--- src/rtl/clock_pkg.sv ---
// Shared types, field encodings and time limits for the clock time-setting controller.
package clock_pkg;

    localparam int HOUR_W = 5;
    localparam int MIN_W  = 7;

    localparam logic [HOUR_W-1:0] MAX_HOUR = 5'd23;
    localparam logic [MIN_W-1:0]  MAX_MIN  = 7'd59;

    typedef enum logic [1:0] {
        ST_RUN      = 2'd0,
        ST_SET_HOUR = 2'd1,
        ST_SET_MIN  = 2'd2,
        ST_COMMIT   = 2'd3
    } state_e;

    typedef enum logic [1:0] {
        FIELD_NONE = 2'd0,
        FIELD_HOUR = 2'd1,
        FIELD_MIN  = 2'd2
    } field_e;

    // >= also folds any out-of-range captured value back to zero
    function automatic logic [HOUR_W-1:0] hour_inc(input logic [HOUR_W-1:0] h);
        return (h >= MAX_HOUR) ? '0 : h + HOUR_W'(1);
    endfunction

    function automatic logic [MIN_W-1:0] min_inc(input logic [MIN_W-1:0] m);
        return (m >= MAX_MIN) ? '0 : m + MIN_W'(1);
    endfunction

endpackage

--- src/rtl/button_debounce.sv ---
// Two-flop synchronizer plus stability counter for one raw push-button.
// The debounced level and its edge pulses all change on the same clock edge.
module button_debounce #(
    parameter int DEB_CYCLES = 16
) (
    input  logic clk,
    input  logic reset,
    input  logic btn_i,
    output logic level_o,
    output logic rise_o,
    output logic fall_o
);

    localparam int CNT_W = $clog2(DEB_CYCLES + 1);
    localparam logic [CNT_W-1:0] CNT_LAST = CNT_W'(DEB_CYCLES - 1);

    logic             sync1_q, sync2_q;
    logic             level_q, level_d;
    logic             rise_q, fall_q;
    logic [CNT_W-1:0] cnt_q, cnt_d;

    // Counts consecutive cycles the synchronized input disagrees with the accepted level
    always_comb begin
        cnt_d   = '0;
        level_d = level_q;
        if (sync2_q != level_q) begin
            if (cnt_q == CNT_LAST) begin
                level_d = sync2_q;
            end else begin
                cnt_d = cnt_q + CNT_W'(1);
            end
        end
    end

    always_ff @(posedge clk or negedge reset) begin
        if (!reset) begin
            sync1_q <= 1'b0;
            sync2_q <= 1'b0;
            cnt_q   <= '0;
            level_q <= 1'b0;
            rise_q  <= 1'b0;
            fall_q  <= 1'b0;
        end else begin
            sync1_q <= btn_i;
            sync2_q <= sync1_q;
            cnt_q   <= cnt_d;
            level_q <= level_d;
            rise_q  <= level_d & ~level_q;
            fall_q  <= ~level_d & level_q;
        end
    end

    assign level_o = level_q;
    assign rise_o  = rise_q;
    assign fall_o  = fall_q;

endmodule

--- src/rtl/clock_set_ctrl.sv ---
// Time-setting controller: buttons drive an hour/minute edit sequence, freeze the
// clock while editing, blink the edited field and issue a one-cycle load on commit.
//
//   state       | meaning
//   ST_RUN      | clock counting, waiting for a mode press
//   ST_SET_HOUR | clock frozen, inc edits the hour
//   ST_SET_MIN  | clock frozen, inc edits the minute
//   ST_COMMIT   | single cycle with load=1, then back to run
module clock_set_ctrl
    import clock_pkg::*;
#(
    parameter int DEB_CYCLES    = 16,
    parameter int REPEAT_DLY    = 4,
    parameter int TIMEOUT_TICKS = 40
) (
    input  logic              clk,
    input  logic              reset,
    input  logic              btn_mode,
    input  logic              btn_inc,
    input  logic              tick,
    input  logic [HOUR_W-1:0] cur_hour,
    input  logic [MIN_W-1:0]  cur_minute,
    output logic              run_en,
    output logic              load,
    output logic [HOUR_W-1:0] load_hour,
    output logic [MIN_W-1:0]  load_minute,
    output logic [1:0]        edit_field,
    output logic              blink
);

    localparam int REP_W  = $clog2(REPEAT_DLY + 1);
    localparam int IDLE_W = $clog2(TIMEOUT_TICKS + 1);
    localparam logic [REP_W-1:0]  REP_FULL  = REP_W'(REPEAT_DLY);
    localparam logic [IDLE_W-1:0] IDLE_LAST = IDLE_W'(TIMEOUT_TICKS - 1);

    logic mode_level, mode_rise, mode_fall;
    logic inc_level, inc_rise, inc_fall;
    logic unused_mode_bits;

    button_debounce #(.DEB_CYCLES(DEB_CYCLES)) u_deb_mode (
        .clk(clk), .reset(reset), .btn_i(btn_mode),
        .level_o(mode_level), .rise_o(mode_rise), .fall_o(mode_fall)
    );

    button_debounce #(.DEB_CYCLES(DEB_CYCLES)) u_deb_inc (
        .clk(clk), .reset(reset), .btn_i(btn_inc),
        .level_o(inc_level), .rise_o(inc_rise), .fall_o(inc_fall)
    );

    assign unused_mode_bits = mode_level ^ mode_fall;

    state_e              state_q;
    field_e              field_q;
    logic                run_en_q, load_q, blink_q;
    logic [HOUR_W-1:0]   hour_q;
    logic [MIN_W-1:0]    min_q;
    logic [REP_W-1:0]    rep_q, rep_d;
    logic [IDLE_W-1:0]   idle_q, idle_d;
    logic                in_set, rep_fire, do_inc, timeout;

    // Timeout is evaluated independently of presses so it beats a coincident mode press
    always_comb begin
        in_set   = (state_q == ST_SET_HOUR) || (state_q == ST_SET_MIN);
        rep_fire = in_set && inc_level && tick && (rep_q == REP_FULL);
        do_inc   = (inc_rise || rep_fire) && !mode_rise;
        timeout  = in_set && tick && (idle_q == IDLE_LAST);

        rep_d = rep_q;
        if (!in_set || inc_fall) begin
            rep_d = '0;
        end else if (inc_level && tick && (rep_q != REP_FULL)) begin
            rep_d = rep_q + REP_W'(1);
        end

        idle_d = idle_q;
        if (!in_set || mode_rise || inc_rise) begin
            idle_d = '0;
        end else if (tick) begin
            idle_d = idle_q + IDLE_W'(1);
        end
    end

    always_ff @(posedge clk or negedge reset) begin
        if (!reset) begin
            rep_q  <= '0;
            idle_q <= '0;
        end else begin
            rep_q  <= rep_d;
            idle_q <= idle_d;
        end
    end

    always_ff @(posedge clk or negedge reset) begin
        if (!reset) begin
            state_q  <= ST_RUN;
            field_q  <= FIELD_NONE;
            run_en_q <= 1'b1;
            load_q   <= 1'b0;
            blink_q  <= 1'b0;
            hour_q   <= '0;
            min_q    <= '0;
        end else begin
            load_q <= 1'b0;
            case (state_q)
                ST_RUN: begin
                    if (mode_rise) begin
                        state_q  <= ST_SET_HOUR;
                        field_q  <= FIELD_HOUR;
                        run_en_q <= 1'b0;
                        blink_q  <= 1'b0;
                        hour_q   <= cur_hour;
                        min_q    <= cur_minute;
                    end
                end
                ST_SET_HOUR, ST_SET_MIN: begin
                    if (timeout) begin
                        state_q  <= ST_RUN;
                        field_q  <= FIELD_NONE;
                        run_en_q <= 1'b1;
                        blink_q  <= 1'b0;
                    end else if (mode_rise) begin
                        blink_q <= 1'b0;
                        if (state_q == ST_SET_HOUR) begin
                            state_q <= ST_SET_MIN;
                            field_q <= FIELD_MIN;
                        end else begin
                            state_q <= ST_COMMIT;
                            field_q <= FIELD_NONE;
                            load_q  <= 1'b1;
                        end
                    end else begin
                        if (tick) blink_q <= ~blink_q;
                        if (do_inc) begin
                            if (state_q == ST_SET_HOUR) hour_q <= hour_inc(hour_q);
                            else                        min_q  <= min_inc(min_q);
                        end
                    end
                end
                default: begin
                    state_q  <= ST_RUN;
                    field_q  <= FIELD_NONE;
                    run_en_q <= 1'b1;
                    blink_q  <= 1'b0;
                end
            endcase
        end
    end

    assign run_en      = run_en_q;
    assign load        = load_q;
    assign load_hour   = hour_q;
    assign load_minute = min_q;
    assign edit_field  = field_q;
    assign blink       = blink_q;

endmodule

--- config.mk ---
export PLATFORM = sky130hd
export DESIGN_NAME = clock_set_ctrl
export DESIGN_NICKNAME = d
export VERILOG_FILES = /design/src/rtl/clock_pkg.sv /design/src/rtl/button_debounce.sv /design/src/rtl/clock_set_ctrl.sv
export SDC_FILE = /design/constraint.sdc
export NUM_CORES = 1
export LEC_CHECK = 0
export ABC_AREA = 1
export CAP_MARGIN = 15
export CORE_MARGIN = 4
export CORE_UTILIZATION = 30
export DETAILED_ROUTE_END_ITERATION = 7
export PLACE_DENSITY = 0.51
export SLEW_MARGIN = 5
export SYNTH_ARGS = -nofsm -noshare
export SYNTH_HDL_FRONTEND = slang
export SYNTH_SLANG_ARGS = --single-unit
--- constraint.sdc ---
create_clock -name clk -period 4 [get_ports clk]
set_input_delay 0.6 -clock clk [delete_from_list [all_inputs] [get_ports clk]]
set_output_delay 0.6 -clock clk [all_outputs]
set_load 0.02 [all_outputs]
# Word level (Yosys, flattened, before mapping)
# Cells that the tools add are included.
dict set report totals {
  register_bits 47
  inputBits 17
  wordCells 124
}
dict set report op_classes {
  addsub 6
  n_lt_le_gt_ge 2
  eq_ne 18
  n_mux 46
  n_bitwise 7
  reduce_logical 25
}
# operator n
set op_table {}
lappend op_table {{2-to-1 mux 5 bit} 10}
lappend op_table {{2-to-1 mux 7 bit} 6}
lappend op_table {{adder 5 x 1 -> 5 bit (second input constant)} 3}
lappend op_table {{2-to-1 mux 1 bit} 14}
lappend op_table {{case mux 7 bit (2 select lines)} 1}
lappend op_table {{2-to-1 mux 2 bit} 6}
lappend op_table {{2-to-1 mux 6 bit} 2}
lappend op_table {{inequality test 2 bit (second input constant)} 6}
lappend op_table {{AND reduction 6 bit} 2}
lappend op_table {{== test 5 x 4 -> 1 bit (second input constant)} 2}
lappend op_table {{case mux 5 bit (2 select lines)} 1}
lappend op_table {{logical AND 1 bit} 8}
lappend op_table {{case mux 2 bit (2 select lines)} 2}
lappend op_table {{adder 7 x 1 -> 7 bit (second input constant)} 1}
lappend op_table {{>= comparator 7 x 6 -> 1 bit (second input constant)} 1}
lappend op_table {{adder 6 x 1 -> 6 bit (second input constant)} 1}
lappend op_table {{== test 6 bit (second input constant)} 1}
lappend op_table {{2-to-1 mux 3 bit} 2}
lappend op_table {{AND reduction 2 bit} 3}
lappend op_table {{nonzero test 2 bit} 3}
lappend op_table {{>= comparator 5 bit (second input constant)} 1}
lappend op_table {{logical OR 1 bit} 5}
lappend op_table {{inequality test 4 x 3 -> 1 bit (second input constant)} 1}
lappend op_table {{NOT 1 bit} 4}
lappend op_table {{other kinds (13)} 18}

# Longest topological paths before layout
# Gate-level depths: netlist (run 1).
dict set report depth {
  word_depth 11
  mapped_depth 11
  ltp_nobuf 10
}

# Modules after synthesis
# Synthesis (run 1) repeated with hierarchy kept, for this count alone.
dict set report unflattened {
  cells_unflattened 319
  hier_area_um2 2487.4
}
# mod n_inst cells_per_inst area_per_inst_um2
set by_module_without_submodules {}
lappend by_module_without_submodules {clock_set_ctrl 1 239 1706.6}
lappend by_module_without_submodules {button_debounce 2 40 390.4}

# Worst setup path after synthesis (run 1)
# OpenSTA, ideal clock, no wires.
dict set report synth_path {
  path_type {register to register}
  from {register state_q[0]}
  to {register hour_q[2], in the netlist load_hour[2]}
  setup_time_ns 0.117
  arrival_time_ns 1.485
  slack_ns 2.398
  path_stages_with_launch 12
  path_buffers 1
  period_less_slack_ns 1.602
  cell_sequence {dfrtp_1 inv_1 ha_1 buf_6 nand2_2 inv_2 nor2_4 nand2_4 inv_2 nand3_2 nand2_1 nand2_1}
}
dict set report synth_between {
  elab_chain_cells 9
}
# element line
set synth_rtl {}
lappend synth_rtl {{start: declaration} clock_set_ctrl.sv:52} ;# state_e state_q;
lappend synth_rtl {{start signal: assignment} clock_set_ctrl.sv:95} ;# state_q <= ST_RUN;
lappend synth_rtl {{start signal: assignment} clock_set_ctrl.sv:107} ;# state_q <= ST_SET_HOUR;
lappend synth_rtl {{start signal: assignment} clock_set_ctrl.sv:117} ;# state_q <= ST_RUN;
lappend synth_rtl {{== test 2 x 1 -> 1 bit / == test 2 bit (equally long branches)} {clock_set_ctrl.sv:63, clock_set_ctrl.sv:104, clock_set_ctrl.sv:134}}
lappend synth_rtl {{logical OR 1 bit} clock_set_ctrl.sv:63} ;# in_set = (state_q == ST_SET_HOUR) || (state_q == ST_SET_MIN);
lappend synth_rtl {{logical AND 1 bit (3 in series)} clock_set_ctrl.sv:64} ;# rep_fire = in_set && inc_level && tick && (rep_q == REP_FULL);
lappend synth_rtl {{logical OR 1 bit} clock_set_ctrl.sv:65} ;# do_inc = (inc_rise || rep_fire) && !mode_rise;
lappend synth_rtl {{logical AND 1 bit} clock_set_ctrl.sv:65}
lappend synth_rtl {{inequality test 2 bit (no line)} -}
lappend synth_rtl {{AND reduction 6 bit (no line)} -}
lappend synth_rtl {{end signal: assignment} clock_set_ctrl.sv:111} ;# hour_q <= cur_hour;
lappend synth_rtl {{end signal: assignment} clock_set_ctrl.sv:134} ;# if (state_q == ST_SET_HOUR) hour_q <= hour_inc(hour_q);
lappend synth_rtl {{end: declaration} clock_set_ctrl.sv:55} ;# logic [HOUR_W-1:0] hour_q;
# Several ways; a longest one is shown, not always the timed one.
# A chain may end at the register's enable or synchronous reset.

# Worst setup path in the final report (run 1)
dict set report layout_path {
  from {register state_q[0]}
  to {register state_q[0]}
}
dict set report layout_between {
  elab_chain_cells 6
}
# element line
set layout_rtl {}
lappend layout_rtl {{== test 2 x 1 -> 1 bit / == test 2 bit (equally long branches)} {clock_set_ctrl.sv:63, clock_set_ctrl.sv:104, clock_set_ctrl.sv:123}}
lappend layout_rtl {{logical OR 1 bit} clock_set_ctrl.sv:63}
lappend layout_rtl {{logical AND 1 bit (2 in series)} clock_set_ctrl.sv:66} ;# timeout = in_set && tick && (idle_q == IDLE_LAST);
lappend layout_rtl {{2-to-1 mux 2 bit / inequality test 3 x 2 -> 1 bit (equally long branches)} -}
lappend layout_rtl {{case mux 2 bit (2 select lines) / AND reduction 2 bit (equally long branches)} -}
# Several ways; a longest one is shown, not always the timed one. The select of a mux whose other input is x is not followed.

==> results of run 1 <==
-- registers in the layout (all words and copies together), names as in the netlist, 2 cells and up --
name              count
edit_field            2
idle_q                6
load_hour             5
load_minute           7
rep_q                 3
state_q               2
u_deb_inc.cnt_q       5
u_deb_mode.cnt_q      5
-- layout make-up --
cell class / count / area, um^2 / area share (%)
clock inverter: 2 / 60.1 / 1.93
tap: 105 / 131 / 4.23
clock buffer: 6 / 72.6 / 2.33
inverter: 38 / 143 / 4.59
multi-input combinational: 222 / 1180 / 37.9
timing repair buffer: 34 / 345 / 11.1
sequential: 47 / 1180 / 37.9
-- per-layer routing --
metal / routed length (um) / vias up / global-route usage [%] / part of all wire (%)
li1: - / 1049 / - / -
met1: 2320 / 925 / 13.7 / 46
met5: 0 / - / 0 / 0
met4: 70 / 0 / 3.78 / 1.4
met3: 281 / 6 / 3.06 / 5.6
met2: 2330 / 34 / 18.4 / 47
-- report_power, final --
| part | internal, mW | total, mW | switching [mW] |
|---|---|---|---|
| combinational | 0.0276 | 0.0558 | 0.0282 |
| sequential | 0.483 | 0.490 | 0.00649 |
| clock | 0.250 | 0.408 | 0.159 |
-- path summary, 6_finish.rpt --
check / startpoint / end / slack (ns)
max reg2reg: state_q[0]$_DFFE_PN0P_ / state_q[0]$_DFFE_PN0P_ / 1.86
min: reset / load_minute[2]$_DFFE_PN0P_ / 0.18
max: state_q[0]$_DFFE_PN0P_ / state_q[0]$_DFFE_PN0P_ / 1.86
max in group asynchronous: reset / run_en$_DFFE_PN1P_ / 3.27
min reg2reg: u_deb_mode.sync1_q$_DFF_PN0_ / u_deb_mode.sync2_q$_DFF_PN0_ / 0.35
min in group clk: u_deb_mode.sync1_q$_DFF_PN0_ / u_deb_mode.sync2_q$_DFF_PN0_ / 0.35
-- cells in the mapped netlist (all sizes together) --
library cell  number  share of area [%]
a21oi              5                1.4
buf                2               0.74
clkbuf             2               0.35
dfrtp             46                 46
dfstp              1                1.0
ha                11                5.4
inv               38                5.6
nand2             98                 16
nand3             26                6.2
nand4              4               0.99
nor2              37                7.0
nor3               5               0.99
nor3b              2               0.59
o21ai             25                5.4
or2                2               0.50
xnor2              4                1.4
xor2               3                1.0
-- worst register-to-register path: stages (launching register included) --
cell and delay [ns]:
dfrtp_1 0.40, inv_1 0.08, ha_1 0.56, inv_2 0.23, nor2_1 0.20, nand3_2 0.17
nand3_1 0.13, nand2_1 0.12, nand2_1 0.09, nand2_1 0.05
-- kinds of logic after synthesis --
kind of cell             synth area share, %
adder cells (fa/ha/maj)                 5.45
buffers and inverters                   6.73
flip-flops                              46.6
AND/OR/NAND/NOR                         32.0
XOR/XNOR                                2.43
AO/OA/AOI/OAI                           6.83
-- through the flow --
stage	hold slack [ns]	instance area [um^2]	setup WS, ns	std cells
floorplan	0.304	2530	2.40	311
finish	0.184	3110	1.86	454
detailed placement	0.336	2960	1.76	445
CTS	0.356	3090	1.85	453
global route	0.198	3110	1.65	454
global placement	0.332	2960	1.76	445
==> reports/metrics.cfg, run 1 <==
[sta]
rsz0062_at_grt = no
fmaxAchievable_mhz = 468
hold_viol_final = 0
period_share_pct = 53.4
period_minus_slack_ns = 2.14
skew_ns = 0.0118
setup_viol = 0
relSlewSlack_pct = 71.1
fin_setup_tns_ns = 0
maxSlewViolCount = 0
worst_slew_pin_slew_ns = 0.434

[synth]
syn-instance-count = 311
syn_area_um2 = 2530
ys_ff_latch = 47
ys_types = 30
syn_area_per_cell_um2 = 8.13
seq_area_frac_synth_pct = 46.6
synth_warnings = 0
syn_nets = 339

[floorplanning]
initial_core_util_pct = 30.8
die_w_um = 99.8
fp.dieH_um = 99.8
num_io_pins = 34
rows = 33
core_area_um2 = 8220
dieArea_um2 = 9960

[critical_path]
crit_fanout = 16
reg2reg_depth = 9
crit_family = simple AND/OR/NAND/NOR gates
crit_type = flip-flop to flip-flop
start_kind = flip-flop
path_depth = 9
required_ns = 4.20
cp_slowest_cell = ha_1
cpPeakStageDelay_ns = 0.56
path_cells = inv_1 > ha_1 > inv_2 > nor2_1 > nand3_2 > nand3_1 > nand2_1 > nand2_1 > nand2_1
cp_common_cell = nand2_1
end_kind = flip-flop
arrival_ns = 2.34
worst-path-buf-inv = 2

[place]
dpl.hpwl_mm = 3.78
gp_congestion = 0.765
io_buffers = 33

[routing]
routed_wl_mm = 5.00
num_vias = 2014
drt_iter0_markers = 57
firstDrtPassIters = 4
drtAntennaViolNets = 0
wl_per_cell_um = 11.0
drcViolationCount = 0
avgViaCountPerCell = 4.44

[layout]
fin_util_pct = 37.8
n_antenna_cell = 0
drive_gt1_share_pct = 8.31
final_common_cell = nand2_1
syn_to_final_growth_pct = 23.0
n_fill_cell = 850
final_nets = 376
final_cell_mix = nand2_1, dfrtp_1, inv_1

[power_and_ir_drop]
p_total_mw = 0.954
power.leakage_nw = 1.51
powerDensity_nw_per_um2 = 307
vdd_drop_max_v = 0.000123

[clock_network]
path_clk_slew_ns = 0.09
clock_path_buffers = 2
h-tree-depth = 2
cts_tree = done
post_cts_buffers = 0
cts_made_buffers = 5
root_buffer = clkbuf_8
clk_latency_ns = 0.30
hold_buffers = 0
cts_resized = 0
clkSinkCount = 47

[grt]
track_usage_pct = 11.0
grt_antenna_before_repair = 0
grt_max_degree = 48
globalRouteOverflowTotal = 0
grt_pass1_vias = 2017
grt_pass1_wl_mm = 8.91

[run_status]
status = finished clean

[worst_hold_path]
hold_class = primary input to asynchronous set/reset pin

[flow_run]
cap_violations = 0

Note: power is estimated with default switching activity, not from simulation.
==> run 2: changes to the inputs <==
- clock period: 4 -> 2.2 ns (I/O delays scaled with it)
==> run 2 against run 1 <==
The flow now finishes with violations (negative hold slack). Clock power increased by 62%. Cell area decreased by 0.16%. Sequential power increased by 82%. Final cell count increased by 0.66%. Highest routed layer unchanged.
==> reports/metrics.cfg, run 2 (synthesized netlist as in run 1, its figures left out) <==
[sta]
skew_ns = 0.00823  ; was 0.0118 ns
setup_viol = 0  ; unchanged
relSlewSlack_pct = 64.4  ; was 71.1%
period_minus_slack_ns = 1.82  ; was 2.14 ns
maxSlewViolCount = 0  ; unchanged
period_share_pct = 82.8  ; was 53.4%
fin_setup_tns_ns = 0  ; unchanged
whs_ns = -0.00336  ; was 0.184 ns
worst_slew_pin_slew_ns = 0.534  ; was 0.434 ns
fmaxAchievable_mhz = 549  ; was 468 MHz
hold_viol_final = 2  ; was 0
rsz0062_at_grt = no  ; unchanged

[critical_path]
crit_fanout = 10  ; was 16
path_cells = inv_1 > ha_1 > buf_4 > nand2_2 > inv_2 > nor2_4 > nand2_4 > inv_2 > nand3_2 > nand2_1 > nand2_1  ; was inv_1 > ha_1 > inv_2 > nor2_1 > nand3_2 > nand3_1 > nand2_1 > nand2_1 > nand2_1
arrival_ns = 2.02  ; was 2.34 ns
worst-path-buf-inv = 4  ; was 2
required_ns = 2.40  ; was 4.20 ns
crit_family = simple AND/OR/NAND/NOR gates  ; unchanged
rrSetupSlack_ns = 0.38  ; was 1.86 ns
cp_slowest_cell = dfrtp_1  ; was ha_1
rr_startpoint = state_q[1]$_DFFE_PN0P_  ; was state_q[0]$_DFFE_PN0P_
startpoint = state_q[1]$_DFFE_PN0P_  ; was state_q[0]$_DFFE_PN0P_
crit_type = flip-flop to flip-flop  ; unchanged
start_kind = flip-flop  ; unchanged
end_kind = flip-flop  ; unchanged
cpPeakStageDelay_ns = 0.42  ; was 0.56 ns

[clock_network]
post_cts_buffers = 0  ; unchanged
cts_tree = done  ; unchanged
path_clk_slew_ns = 0.09  ; about the same
clock_path_buffers = 2  ; unchanged
root_buffer = clkbuf_8  ; unchanged
cts_made_buffers = 5  ; unchanged
clk_latency_ns = 0.30  ; about the same
cts_resized = 0  ; unchanged
clkSinkCount = 47  ; unchanged
h-tree-depth = 2  ; unchanged
hold_buffers = 0  ; unchanged

[power_and_ir_drop]
intPower_mw = 1.30  ; was 0.761 mW
p_sw_mw = 0.356  ; was 0.193 mW
power_frac_seq_pct = 53.9  ; was 51.3%
vdd_drop_max_v = 0.000299  ; was 0.000123 V
power.leakage_nw = 1.52  ; was 1.51 nW
powerDensity_nw_per_um2 = 532  ; was 307 nW/um^2
sw_frac_of_total_pct = 21.6  ; was 20.3%
clockPowerShare_pct = 40.1  ; was 42.8%
combPwrFrac_pct = 6.0  ; was 5.8%

[routing]
routed_wl_mm = 5.09  ; was 5.00 mm
num_vias = 1995  ; was 2,014
wl_met1_mm = 2.53  ; was 2.32 mm
wl_per_cell_um = 11.1  ; was 11.0 um
drt_iter0_markers = 116  ; was 57
drcViolationCount = 0  ; unchanged
top_layer = met4  ; unchanged
firstDrtPassIters = 6  ; was 4
wl_met3_um = 268  ; was 281 um
drtAntennaViolNets = 0  ; unchanged
wl_met2_mm = 2.24  ; was 2.33 mm
avgViaCountPerCell = 4.37  ; was 4.44

[layout]
n_antenna_cell = 0  ; unchanged
drive_gt1_share_pct = 9.38  ; was 8.31%
syn_to_final_growth_pct = 22.8  ; was 23.0%
final_cell_mix = nand2_1, dfrtp_1, inv_1  ; unchanged
largest_register_ff_count = 7  ; unchanged
n_fill_cell = 855  ; was 850
fin_util_pct = 37.8  ; about the same
final_nets = 379  ; was 376
final_common_cell = nand2_1  ; unchanged

[grt]
grt_pass1_vias = 1867  ; was 2,017
globalRouteOverflowTotal = 0  ; unchanged
track_usage_pct = 10.7  ; was 11.0%
grt_pass1_wl_mm = 8.69  ; was 8.91 mm
grt_max_degree = 26  ; was 48
grt_antenna_before_repair = 0  ; unchanged

[floorplanning]
core_area_um2 = 8220  ; unchanged
initial_core_util_pct = 30.8  ; unchanged
rows = 33  ; unchanged
die_w_um = 99.8  ; unchanged
dieArea_um2 = 9960  ; unchanged
fp.dieH_um = 99.8  ; unchanged
num_io_pins = 34  ; unchanged

[place]
io_buffers = 33  ; unchanged
gp_congestion = 0.774  ; was 0.765
dpl.hpwl_mm = 3.97  ; was 3.78 mm

[run_status]
status = finished, violations left  ; was finished clean
violations = negative hold slack

[worst_hold_path]
hold_class = primary input to asynchronous set/reset pin  ; unchanged

[flow_run]
cap_violations = 0  ; unchanged

run 2: area by class of cell:
| class | instances | area (um^2) | share of cell area (%) |
|---|---|---|---|
| Clock buffer | 6 | 82.6 | 2.66 |
| Clock inverter | 2 | 35.0 | 1.13 |
| Inverter | 38 | 143 | 4.59 |
| Multi-Input combinational cell | 222 | 1180 | 38.0 |
| Sequential cell | 47 | 1180 | 37.9 |
| Tap cell | 105 | 131 | 4.23 |
| Timing Repair Buffer | 37 | 355 | 11.4 |
run 2: worst paths after layout:
kind | cells after the start | endpoint
min in group clk | 0 | u_deb_inc.sync2_q$_DFF_PN0_
hold / removal | 1 | edit_field[0]$_DFFE_PN0P_
setup reg to reg | 11 | load_hour[0]$_DFFE_PN0P_
setup / recovery | 11 | load_hour[0]$_DFFE_PN0P_
max in group asynchronous | 2 | rep_q[0]$_DFFE_PN0P_
hold reg to reg | 0 | u_deb_inc.sync2_q$_DFF_PN0_
run 2: metrics by stage:
step | total power, mW | area [um^2] | hold slack, ns | setup WS (ns) | std cells
2_1_floorplan | 0.947 | 2530 | 0.0344 | 0.598 | 311
3_3_place_gp | 1.01 | 2990 | 0.331 | 0.302 | 449
3_5_place_dp | 1.01 | 2990 | 0.335 | 0.276 | 449
4_1_cts | 1.68 | 3100 | 0.0278 | 0.338 | 457
5_1_grt | 1.73 | 3100 | 0.0471 | 0.172 | 457
6_report | 1.65 | 3100 | -0.00336 | 0.379 | 457
run 2: per-layer routing:
metal  global-route usage (%)  vias up
met5                        0        -
met1                     14.7      896
met2                     16.5       34
met3                     2.85        6
met4                     3.15        0
li1                         -     1059
run 2: worst register-to-register path, cell delays in order (launching register included):
cell and delay (ns):
dfrtp_1 0.42, inv_1 0.09, ha_1 0.30, buf_4 0.20
nand2_2 0.07, inv_2 0.05, nor2_4 0.15, nand2_4 0.12
inv_2 0.07, nand3_2 0.11, nand2_1 0.09, nand2_1 0.05
run 2: power by group through the flow:
stage,clock (mW),sequential [mW],combinational [mW]
2_1_floorplan,0,0.910,0.0377
3_3_place_gp,0,0.908,0.102
3_5_place_dp,0,0.908,0.102
4_1_cts,0.682,0.891,0.103
5_1_grt,0.720,0.894,0.115
6_report,0.662,0.891,0.0991
